$ cat config.mk
export PLATFORM = sky130hd
export DESIGN_NAME = sort_loader
export DESIGN_NICKNAME = d
export VERILOG_FILES = /design/src/rtl/sort_loader.sv
export SDC_FILE = /design/constraint.sdc
export NUM_CORES = 1
export LEC_CHECK = 0
export CAP_MARGIN = 20
export CORE_MARGIN = 2
export CORE_UTILIZATION = 40
export CTS_CLUSTER_DIAMETER = 60
export DETAILED_ROUTE_END_ITERATION = 12
export PLACE_DENSITY = 0.73
export SYNTH_ARGS = -nofsm -noshare
export SYNTH_HDL_FRONTEND = slang
export SYNTH_SLANG_ARGS = --single-unit
$ cat constraint.sdc
create_clock -name clk -period 1.6 [get_ports clk]
set_input_delay 0.24 -clock clk [delete_from_list [all_inputs] [get_ports clk]]
set_output_delay 0.24 -clock clk [all_outputs]
set_load 0.005 [all_outputs]
$ cat src/rtl/sort_loader.sv
// sort_loader: packs ELEMS elements of ELEM_W bits, arriving one at a time
// over a valid/ready handshake, into one word for the downstream sorter.
//
// Handshake semantics (both ports): a transfer happens on a rising edge
// where valid and ready are both 1. A producer holds valid and data stable
// until that edge. The input side may drain and refill in the same cycle.
// While clear is high, nothing transfers on either side.
module sort_loader #(
  parameter  int ELEM_W = 4,
  parameter  int ELEMS  = 4,
  localparam int W      = ELEM_W * ELEMS,
  localparam int CW     = $clog2(ELEMS + 1)
) (
  input  logic              clk,
  input  logic              rst,
  input  logic              clear,
  input  logic              in_valid,
  input  logic [ELEM_W-1:0] in_data,
  output logic              in_ready,
  output logic              out_valid,
  output logic [W-1:0]      out_data,
  input  logic              out_ready,
  output logic [CW-1:0]     fill_count,
  output logic              state_dbg
);

  typedef enum logic {
    S_FILL = 1'b0,
    S_FULL = 1'b1
  } state_t;

  state_t          state_q;
  logic [CW-1:0]   fill_q;
  logic            valid_q;
  logic [W-1:0]    data_q;

  logic            in_xfer;
  logic            out_xfer;

  // Ready is open while filling; when full it follows the consumer so a
  // drain and a refill can share one cycle. clear blocks everything.
  always_comb begin
    in_ready = 1'b0;
    if (!clear) begin
      in_ready = (state_q == S_FULL) ? out_ready : 1'b1;
    end
  end

  assign in_xfer  = in_valid & in_ready;
  assign out_xfer = valid_q & out_ready & ~clear;

  // Fill/full FSM with registered word, count and valid.
  always_ff @(posedge clk or posedge rst) begin
    if (rst) begin
      state_q <= S_FILL;
      fill_q  <= '0;
      valid_q <= 1'b0;
      data_q  <= '0;
    end else if (clear) begin
      // Abort: drop the count, keep slot contents (they become stale).
      state_q <= S_FILL;
      fill_q  <= '0;
      valid_q <= 1'b0;
    end else begin
      case (state_q)
        S_FILL: begin
          if (in_xfer) begin
            for (int s = 0; s < ELEMS; s++) begin
              if (fill_q == CW'(s)) begin
                data_q[s*ELEM_W +: ELEM_W] <= in_data;
              end
            end
            if (fill_q == CW'(ELEMS - 1)) begin
              state_q <= S_FULL;
              valid_q <= 1'b1;
              fill_q  <= CW'(ELEMS);
            end else begin
              fill_q <= fill_q + CW'(1);
            end
          end
        end
        S_FULL: begin
          if (out_xfer) begin
            if (in_xfer) begin
              // Same-cycle drain and refill: the new element opens the next word.
              data_q[ELEM_W-1:0] <= in_data;
              fill_q             <= CW'(1);
              if (ELEMS == 1) begin
                state_q <= S_FULL;
                valid_q <= 1'b1;
              end else begin
                state_q <= S_FILL;
                valid_q <= 1'b0;
              end
            end else begin
              state_q <= S_FILL;
              valid_q <= 1'b0;
              fill_q  <= '0;
            end
          end
        end
        default: begin
          state_q <= S_FILL;
        end
      endcase
    end
  end

  assign out_valid  = valid_q;
  assign out_data   = data_q;
  assign fill_count = fill_q;
  assign state_dbg  = state_q;

endmodule

# Word level (Yosys, flattened, before mapping)
# Cells that the tools add are included.
[totals]
mem_count = 0
ram_bits = 0
inputBits = 9
mem_bits_ro = 0
reg_bits = 21
latch_bits = 0
[classes]
n_lt_le_gt_ge = 0
n_mul = 0
eq_ne = 10
n_shift = 0
addsub = 1
reduce_logical = 7
n_mux = 23
bitwise_logic = 5
n_div = 0
[ops]
columns = ["cell", "count"]
rows = [
  ["$mux 4", 4],
  ["$mux 3", 4],
  ["$reduce_and 4->1", 3],
  ["$mux 1", 11],
  ["$pmux 4 s2", 1],
  ["$eq 3x2->1 const B", 2],
  ["$ne 3x3->1 const B", 2],
  ["$pmux 3 s2", 1],
  ["$reduce_and 5->1", 1],
  ["$ne 2x1->1 const B", 2],
  ["$ne 2x2->1 const B", 2],
  ["$pmux 1 s2", 2],
  ["$add 3x1->3 const B", 1],
  ["$and 1x1->1", 3],
  ["$eq 3x1->1 const B", 1],
  ["$logic_not 3->1", 1],
  ["$ne 3x2->1 const B", 1],
  ["$reduce_and 3->1", 1],
  ["$not 1->1", 2],
  ["$reduce_and 2->1", 1],
]

# Logic depth before layout (Yosys ltp)
# Gate-level depths: netlist (run 1).
[depth]
ltp_word = 7
depth_mapped = 5
ltp_nobuf = 5

# Worst setup path after synthesis (run 1)
# No wires, ideal clock.
[synth_path]
path_kind = "reg-to-reg"
from = "register fill_q[0], in the netlist fill_count[0]"
to = "register data_q[12], in the netlist out_data[12]"
path_buffers = 1
t_required_ps = 1475
setup_slack_ps = 60
arrival_ps = 1415
synth_period_minus_slack_ps = 1540
stages_incl_launch_ff = 6
path_cell_list = "dfrtp_1 > ha_1 > ha_1 > and3_4 > buf_6 > mux2_4"
[synth_via]
elab_chain_len = 2
[synth_rtl]
columns = ["element", "line", "source"]
rows = [
  ["from (decl)", "33", "logic [CW-1:0] fill_q;"],
  ["from (signal assigned)", "76", "fill_q <= CW'(ELEMS);"],
  ["from (signal assigned)", "78", "fill_q <= fill_q + CW'(1);"],
  ["$eq 3x2->1", "69", "if (fill_q == CW'(s)) begin"],
  ["$reduce_and 4->1 (no line)", "-", ""],
  ["to (signal, indexed assignment)", "70", "data_q[s*ELEM_W +: ELEM_W] <= in_data;"],
  ["to (signal, indexed assignment)", "86", "data_q[ELEM_W-1:0] <= in_data;"],
  ["to (decl)", "35", "logic [W-1:0] data_q;"],
]
# No other way between the ends.
# A chain may end at the register's enable or synchronous reset.

# Worst setup path in the final report (run 1)
[layout_path]
from = "register fill_q[1], in the netlist fill_count[1]"
to = "output fill_count[1]"
[layout_rtl]
columns = ["element", "line", "source"]
rows = [
  ["to (decl)", "23", "output logic [CW-1:0] fill_count,"],
]
# No word-level cell between the ends.

==> results of run 1 <==
[logic make-up after synthesis]
group / share of synthesized area, %
flops: 51.8
simple gates: 11.6
mux: 19.2
compound gates: 7.03
buf+inv: 4.19
fa+ha+maj: 6.17
[Yosys cell counts (all sizes together)]
master / count / area share, %
a211oi: 1 / 0.74
a21oi: 2 / 0.99
a2bb2oi: 1 / 0.86
a311oi: 1 / 0.86
a31o: 1 / 0.86
a31oi: 2 / 1.2
and2b: 1 / 0.74
and3: 2 / 1.7
buf: 2 / 1.6
dfrtp: 21 / 52
ha: 5 / 6.2
inv: 7 / 2.6
mux2: 16 / 19
nand2: 2 / 0.74
nand3: 4 / 2.0
nor2: 5 / 1.8
nor2b: 1 / 1.4
nor3b: 2 / 1.5
nor4bb: 1 / 0.99
o221ai: 1 / 1.5
or2b: 1 / 0.74
[power by group]
| group | internal [mW] | switching [mW] |
|---|---|---|
| sequential | 0.641 | 0.0609 |
| clock | 0.0936 | 0.169 |
| combinational | 0.326 | 0.134 |
[repair_timing]
action / CTS / global route
endpoints found under the hold margin: 0 / 0
endpoints found under the setup margin: 2 / 5
buffers inserted: 1 / 0
gates resized for setup: 3 / 2
[stage by stage]
step,hold slack (ps),setup slack [ps],power [mW]
4_1_cts,245,3.19,1.44
6_report,238,18.1,1.42
3_3_place_gp,487,-67.2,1.16
2_1_floorplan,217,60.2,0.870
3_5_place_dp,493,-92.4,1.17
5_1_grt,271,-38.1,1.51
[state kept, by name (all words and copies together), names as in the netlist]
register and flops:
out_data 16, state_dbg 1, fill_count 3, out_valid 1
[routing by layer]
| layer | global-route usage (%) | vias to the layer above | wire, um |
|---|---|---|---|
| met4 | 12.1 | 0 | 61 |
| met1 | 22.5 | 374 | 994 |
| li1 | - | 359 | - |
| met2 | 26.1 | 15 | 1030 |
| met5 | 0 | - | 0 |
| met3 | 2.73 | 5 | 51 |
[how the worst max path moves through the flow]
stage                        startpoint             to  slack [ps]  cells after the start
after floorplan           fill_count[0]   out_data[12]          60                      5
after global placement        out_ready       in_ready         -70                      4
after detailed placement       in_valid    out_data[7]         -90                      4
after CTS                 fill_count[1]  fill_count[1]           3                      2
after global routing      fill_count[0]    out_data[0]         -40                      5
final                     fill_count[1]  fill_count[1]          20                      2
[layout by cell type, fill, tap and decap left out, types with 2 or more instances in the layout]
cell             synthesis  layout
a21oi_1                  2       2
inv_1                    7       6
mux2_2                  12      11
clkbuf_4                 0       3
nand2_1                  2       2
dlygate4sd2_1            0       2
clkdlybuf4s50_1          0      28
dfrtp_1                 21      20
mux2_4                   4       5
ha_1                     5       5
nor3b_1                  2       2
a31oi_1                  2       2
nand3_1                  4       4
nor2_1                   5       5
buf_4                    0       9
[worst min-delay path: cells and delay by family]
kind,cells,cell delay (ps)
buffers and inverters,3,700
[layout make-up]
cell class / count / area [um2] / area share, %
inverters: 7 / 26.3 / 1.83
multi-input cells: 49 / 450 / 31.4
well taps: 30 / 37.5 / 2.62
clock inverters: 1 / 5.00 / 0.349
clock buffers: 3 / 22.5 / 1.57
flip-flops and latches: 21 / 527 / 36.7
repair buffers: 39 / 365 / 25.5
==> run_results.csv, run 1 <==
group,metric,value,unit
timing,clock-skew-final,3.45,ps
timing,hold_viol,0,
global_routing,overflow,0,
clock_network,cts_buffers,3,
setup_path,worstPathArrival,1340,ps
placement,dp_hpwl,1650,um
power_and_ir_drop,powerDensity,994,nW/um2
setup_path,slowest_stage,"clkdlybuf4s50_1",
placement,place_inst,145,
clock_network,clk_pin_slew,120,ps
yosys,netlist_area,1010,um2
run_status,status,"complete, no violations",
global_routing,antenna_found_initial,0,
clock_network,h-tree-depth,1,
setup_path,worstSetupStartpointType,"register",
yosys,seq_area_frac_synth,51.8,%
placement,dpl_cell_area,1400,um2
timing,rsz0062_at_grt,"true",
global_routing,grt_max_degree,22,
setup_path,max_stage_delay,490,ps
global_routing,grt_usage,17.3,%
yosys,ys_warn_count,0,
routing,wl_per_cell,14.2,um
final_layout,area_delta_synth_final,41.3,%
timing,tns,0,ps
clock_network,cts_tree,"yes",
yosys,synth_seq_cells,21,
floorplan,core-area,2430,um2
final_layout,diodes,0,
run,drv_cap,0,
final_layout,layoutNonFillerInstCount,150,
setup_path,worst_r2r_endpoint,"out_data[1]",
routing,wl,2140,um
yosys,synthCells,79,
setup_path,cp.buffers_inverters,2,
final_layout,layout-drive-gt1-share,29.2,%
clock_network,clock_tree.root_cell,"clkbuf_4",
clock_network,clk_latency,310,ps
floorplan,ioPinCount,31,
routing,first_iter_violations,7,
routing,vias_per_cell,5.02,
setup_path,endpoint_kind,"output pin",
setup_path,required,1360,ps
routing,vias,753,
min_path,hold_class,"in -> async",
final_layout,final_area,1430,um2
routing,drc,0,
setup_path,crit_chain,"buf_4, clkdlybuf4s50_1",
yosys,yosysUniqueCellTypes,24,
final_layout,nets,135,
yosys,synth.avg_cell_area,12.8,um2
final_layout,fin_util,59.0,%
setup_path,cp_top_family,"buffers and inverters",
setup_path,r2r_slack,20,ps
global_routing,grt_pass1_wl,3510,um
timing,setup_violations,0,
power_and_ir_drop,irDropWorstVdd,0.634,mV
floorplan,die_x,54.4,um
timing,slew_violations,0,
routing,drtAntennaViolNets,0,
placement,globalplace.congestion,0.827,
clock_network,hold_buffers,0,
floorplan,fp.dieArea,2960,um2
setup_path,path_class,"reg -> out",
placement,io_buffer_count,30,
setup_path,reg2reg_from,"fill_count[0]",
routing,drt-pass1-iter-count,4,
floorplan,num_rows,18,
timing,fmax,632,MHz
final_layout,n_fill_cell,209,
timing,relSlewSlack,78.6,%
global_routing,grt_pass1_vias,766,
timing,fin_crit_sh,98.9,%
floorplan,die_y,54.4,um
setup_path,reg2reg_depth,5,
clock_network,cts_buffer_depth,2,
yosys,syn-num-nets,93,
floorplan,start_util,41.7,%
timing,fin_crit,1580,ps
power_and_ir_drop,power_leakage,0.656,nW
timing,worstMarginPinSlew,320,ps
clock_network,clock-sinks,21,
setup_path,worstPathMaxFanout,3,
(Power assumes the default switching activity.)
==> run 2: changes to the inputs <==
- PLACE_DENSITY: 0.73 -> 0.7
- clock period: 1.6 -> 2 ns (I/O delays scaled with it)
==> run_results.csv, run 2 (synthesized netlist as in run 1, its figures left out) <==
group,metric,value,unit
floorplan,ioPinCount,31,
power_and_ir_drop,p_sw_share,25.2,%
timing,slew_violations,0,
routing,drt-pass1-iter-count,4,
setup_path,worstSetupStartpointType,"register",
setup_path,crit_chain,"a21oi_1, clkdlybuf4s50_1",
setup_path,worstPathMaxFanout,14,
final_layout,layout_common_cells,"clkdlybuf4s50_1, dfrtp_1, mux2_2",
setup_path,reg2reg_depth,5,
floorplan,start_util,41.7,%
timing,postLayoutSetupSlackWorst,158,ps
setup_path,crit_start,"state_dbg",
setup_path,max_stage_delay,540,ps
power_and_ir_drop,powerDensity,806,nW/um2
power_and_ir_drop,irDropWorstVdd,0.542,mV
clock_network,clock_tree.root_cell,"clkbuf_4",
routing,drc,0,
routing,wl_per_cell,14.4,um
setup_path,slowest_stage,"dfrtp_1",
clock_network,postCtsSetupBuffers,0,
run,drv_cap,0,
timing,setup_violations,0,
placement,io_buffer_count,30,
placement,pre_cts_ws,169,ps
global_routing,overflow,0,
final_layout,diodes,0,
final_layout,nets,130,
final_layout,fin_util,57.3,%
floorplan,fp.dieArea,2960,um2
global_routing,grt_usage,16.8,%
clock_network,clk_latency,310,ps
global_routing,met3_usage,2.46,%
clock_network,cts_buffers,3,
global_routing,met2_usage,25.7,%
routing,vias,722,
timing,clock-skew-final,4.15,ps
power_and_ir_drop,p_switching,0.283,mW
setup_path,endpoint_kind,"output pin",
setup_path,worstPathArrival,1540,ps
power_and_ir_drop,seq_power_share,50.2,%
timing,worstMarginPinSlew,396,ps
timing,rsz0062_at_grt,"false",
global_routing,use_met1,23.5,%
timing,hold_ws,311,ps
setup_path,path_class,"reg -> out",
routing,wl,2090,um
routing,vias_per_cell,4.98,
final_layout,largest_register_ffs,16,
global_routing,grt_pass1_wl,3420,um
power_and_ir_drop,fin_total_pwr,1.12,mW
clock_network,cts_resized,0,
floorplan,die_y,54.4,um
floorplan,core-area,2430,um2
timing,hold_viol,0,
clock_network,hold_buffers,0,
placement,dp_hpwl,1620,um
timing,fin_crit_sh,92.1,%
timing,fin_crit,1840,ps
timing,relSlewSlack,73.6,%
power_and_ir_drop,p_comb_share,31.6,%
setup_path,required,1700,ps
floorplan,die_x,54.4,um
setup_path,reg2reg_from,"fill_count[0]",
placement,globalplace.congestion,0.782,
floorplan,num_rows,18,
clock_network,clk_pin_slew,120,ps
global_routing,grt_max_degree,22,
timing,tns,0,ps
setup_path,worst_r2r_endpoint,"out_data[2]",
final_layout,area_delta_synth_final,37.4,%
timing,fmax,543,MHz
power_and_ir_drop,pwr-share-clk,18.2,%
routing,drtAntennaViolNets,0,
clock_network,clock-sinks,21,
setup_path,r2r_slack,320,ps
global_routing,top_usage_layer,"met2",
setup_path,cp_top_family,"flip-flops",
setup_path,cp.buffers_inverters,1,
global_routing,grt_pass1_vias,700,
global_routing,antenna_found_initial,0,
power_and_ir_drop,cellInternalPower,0.841,mW
min_path,hold_class,"in -> async",
final_layout,layout_commonest_cell,"clkdlybuf4s50_1",
final_layout,layout-drive-gt1-share,24.3,%
run_status,status,"complete, no violations",
clock_network,h-tree-depth,1,
clock_network,cts_buffer_depth,2,
clock_network,cts_tree,"yes",
routing,first_iter_violations,5,
power_and_ir_drop,power_leakage,0.620,nW
setup_path,crit_cells,2,
-- run 2: final cells by class --
| type | instances | area (um2) |
|---|---|---|
| sequential | 21 | 526 |
| timing repair buffer | 34 | 330 |
| multi-input combinational | 49 | 447 |
| inverter | 7 | 26.3 |
| tap | 30 | 37.5 |
| clock buffer | 3 | 22.5 |
| clock inverter | 1 | 5.00 |
| fill | 226 | 1040 |
-- run 2: how the worst max path moves through the flow --
stage / to
2_1_floorplan: out_data[12]
3_3_place_gp: out_data[2]
3_5_place_dp: out_data[1]
4_1_cts: in_ready
5_1_grt: in_ready
6_report: in_ready
-- run 2: power groups by stage --
stage / logic (mW) / clock network [mW] / registers (mW)
after floorplan: 0.121 / 0 / 0.575
after global placement: 0.354 / 0 / 0.571
after detailed placement: 0.361 / 0 / 0.574
after CTS: 0.362 / 0.214 / 0.566
after global routing: 0.391 / 0.235 / 0.577
final: 0.355 / 0.205 / 0.564
-- run 2: routing by layer --
metal | up-vias | routed length, um
li1 | 351 | -
met1 | 354 | 1010
met2 | 13 | 1010
met3 | 4 | 43
met4 | 0 | 35
met5 | - | 0
-- run 2: worst reg2reg max path, delay by kind of cell (launching register included) --
family                   cells  cell delay, ps
flip-flops                   1             500
multiplexers                 1             370
AO/OA/AOI/OAI                1             270
adder cells (fa/ha/maj)      1             200
AND/OR/NAND/NOR              1             150
buffers and inverters        1             100
-- run 2: per-stage QoR --
stage               cell area, um2  instances
global placement              1370        141
CTS                           1390        145
global route                  1390        145
floorplan                     1010         79
finish                        1390        145
detailed placement            1370        141
==> run 3: changes to the inputs <==
==> constraint.sdc (replaced) <==
create_clock -name clk -period 2 [get_ports clk]
set_input_delay 0.6 -clock clk [delete_from_list [all_inputs] [get_ports clk]]
set_output_delay 0.6 -clock clk [all_outputs]
set_load 0.005 [all_outputs]
==> run_results.csv, run 3 (synthesized netlist as in run 1, its figures left out) <==
group,metric,value,unit
setup_path,worstPathArrival,1330,ps
final_layout,layout_commonest_cell,"clkdlybuf4s50_1",
run,drv_cap,0,
clock_network,hold_buffers,0,
setup_path,worstSetupStartpointType,"register",
power_and_ir_drop,power_leakage,0.642,nW
floorplan,fp.dieArea,2960,um2
routing,first_iter_violations,6,
timing,worstMarginPinSlew,286,ps
setup_path,required,1400,ps
setup_path,cp_top_family,"buffers and inverters",
routing,drtAntennaViolNets,0,
clock_network,cts_buffer_depth,2,
clock_network,clock_tree.root_cell,"clkbuf_4",
final_layout,layoutNonFillerInstCount,148,
timing,postLayoutSetupSlackWorst,67.9,ps
setup_path,r2r_slack,340,ps
floorplan,die_x,54.4,um
routing,vias_per_cell,5.09,
power_and_ir_drop,seq_power_share,49.9,%
routing,drt-pass1-iter-count,4,
power_and_ir_drop,irDropWorstVdd,0.470,mV
clock_network,h-tree-depth,1,
setup_path,path_class,"reg -> out",
setup_path,worstPathMaxFanout,7,
routing,wl,2180,um
timing,fmax,518,MHz
power_and_ir_drop,pwr-share-clk,17.9,%
run_status,status,"complete, no violations",
power_and_ir_drop,p_switching,0.281,mW
power_and_ir_drop,powerDensity,792,nW/um2
final_layout,layout-drive-gt1-share,29.7,%
final_layout,largest_register_ffs,16,
global_routing,grt_usage,16.0,%
timing,fin_crit_sh,96.6,%
routing,wl_met2,1140,um
setup_path,crit_chain,"clkdlybuf4s50_1",
power_and_ir_drop,cellInternalPower,0.843,mW
global_routing,antenna_found_initial,0,
setup_path,endpoint_kind,"output pin",
setup_path,cp.buffers_inverters,1,
clock_network,cts_buffers,3,
global_routing,grt_pass1_wl,3320,um
timing,hold_viol,0,
global_routing,grt_max_degree,22,
setup_path,max_stage_delay,550,ps
placement,dp_hpwl,1700,um
floorplan,die_y,54.4,um
power_and_ir_drop,p_comb_share,32.1,%
timing,clock-skew-final,12.3,ps
placement,place_inst,144,
clock_network,clk_pin_slew,120,ps
final_layout,nets,133,
floorplan,ioPinCount,31,
setup_path,slowest_stage,"clkdlybuf4s50_1",
timing,rsz0062_at_grt,"false",
global_routing,overflow,0,
routing,drc,0,
floorplan,start_util,41.7,%
final_layout,area_delta_synth_final,39.8,%
placement,io_buffer_count,30,
routing,top_layer_used,"met4",
timing,slew_violations,0,
floorplan,core-area,2430,um2
routing,vias,753,
placement,pre_cts_ws,-418,ps
floorplan,num_rows,18,
routing,wl_per_cell,14.8,um
timing,setup_violations,0,
routing,wl_met3,73,um
clock_network,clk_latency,300,ps
timing,relSlewSlack,80.7,%
timing,tns,0,ps
placement,globalplace.congestion,0.772,
final_layout,fin_util,58.3,%
routing,met1_length,929,um
clock_network,cts_tree,"yes",
final_layout,layout_common_cells,"clkdlybuf4s50_1, dfrtp_1, mux2_2",
timing,fin_crit,1930,ps
power_and_ir_drop,p_sw_share,25.0,%
global_routing,grt_pass1_vias,742,
clock_network,clock-sinks,21,
final_layout,diodes,0,
min_path,hold_class,"reg -> reg",
clock_network,postCtsSetupBuffers,0,
[run 3: repair_timing]
| action | 4_1_cts | 5_1_grt |
|---|---|---|
| hold endpoints to repair | 0 | 0 |
| pin swaps | 1 | 1 |
| gates resized for setup | 5 | 3 |
| setup endpoints to repair | 2 | 1 |
[run 3: per-layer routing]
metal	global-route usage [%]	vias up
met1	19.3	372
met3	1.64	4
met2	27.9	19
met4	8.33	0
li1	-	358
met5	0	-
[run 3: area by class of cell]
| cell class | instances | area (um2) |
|---|---|---|
| Fill cell | 213 | 1010 |
| Timing Repair Buffer | 37 | 350 |
| Inverter | 7 | 26.3 |
| Clock inverter | 1 | 5.00 |
| Clock buffer | 3 | 22.5 |
| Sequential cell | 21 | 527 |
| Multi-Input combinational cell | 49 | 450 |
| Tap cell | 30 | 37.5 |
[run 3: power groups by stage]
stage               clock network (mW)  logic [mW]  registers (mW)
detailed placement                   0       0.366           0.572
finish                           0.201       0.361           0.561
global placement                     0       0.357           0.568
floorplan                            0       0.121           0.575
global route                     0.231       0.394           0.577
CTS                              0.209       0.366           0.563
[run 3: stage by stage]
step	total power, mW	area [um2]	hold slack, ps
2_1_floorplan	0.696	1010	504
3_3_place_gp	0.925	1390	491
3_5_place_dp	0.938	1390	494
4_1_cts	1.14	1410	523
5_1_grt	1.20	1420	548
6_report	1.12	1420	521
[run 3: worst paths after layout]
kind	start	to	cells after the start
max	fill_count[0]	fill_count[0]	1
min	out_data[5]	out_data[5]	1
max reg2reg	fill_count[0]	out_data[3]	6
min reg2reg	out_data[5]	out_data[5]	1
max in group asynchronous	rst	state_dbg	3
min in group asynchronous	rst	out_data[12]	3
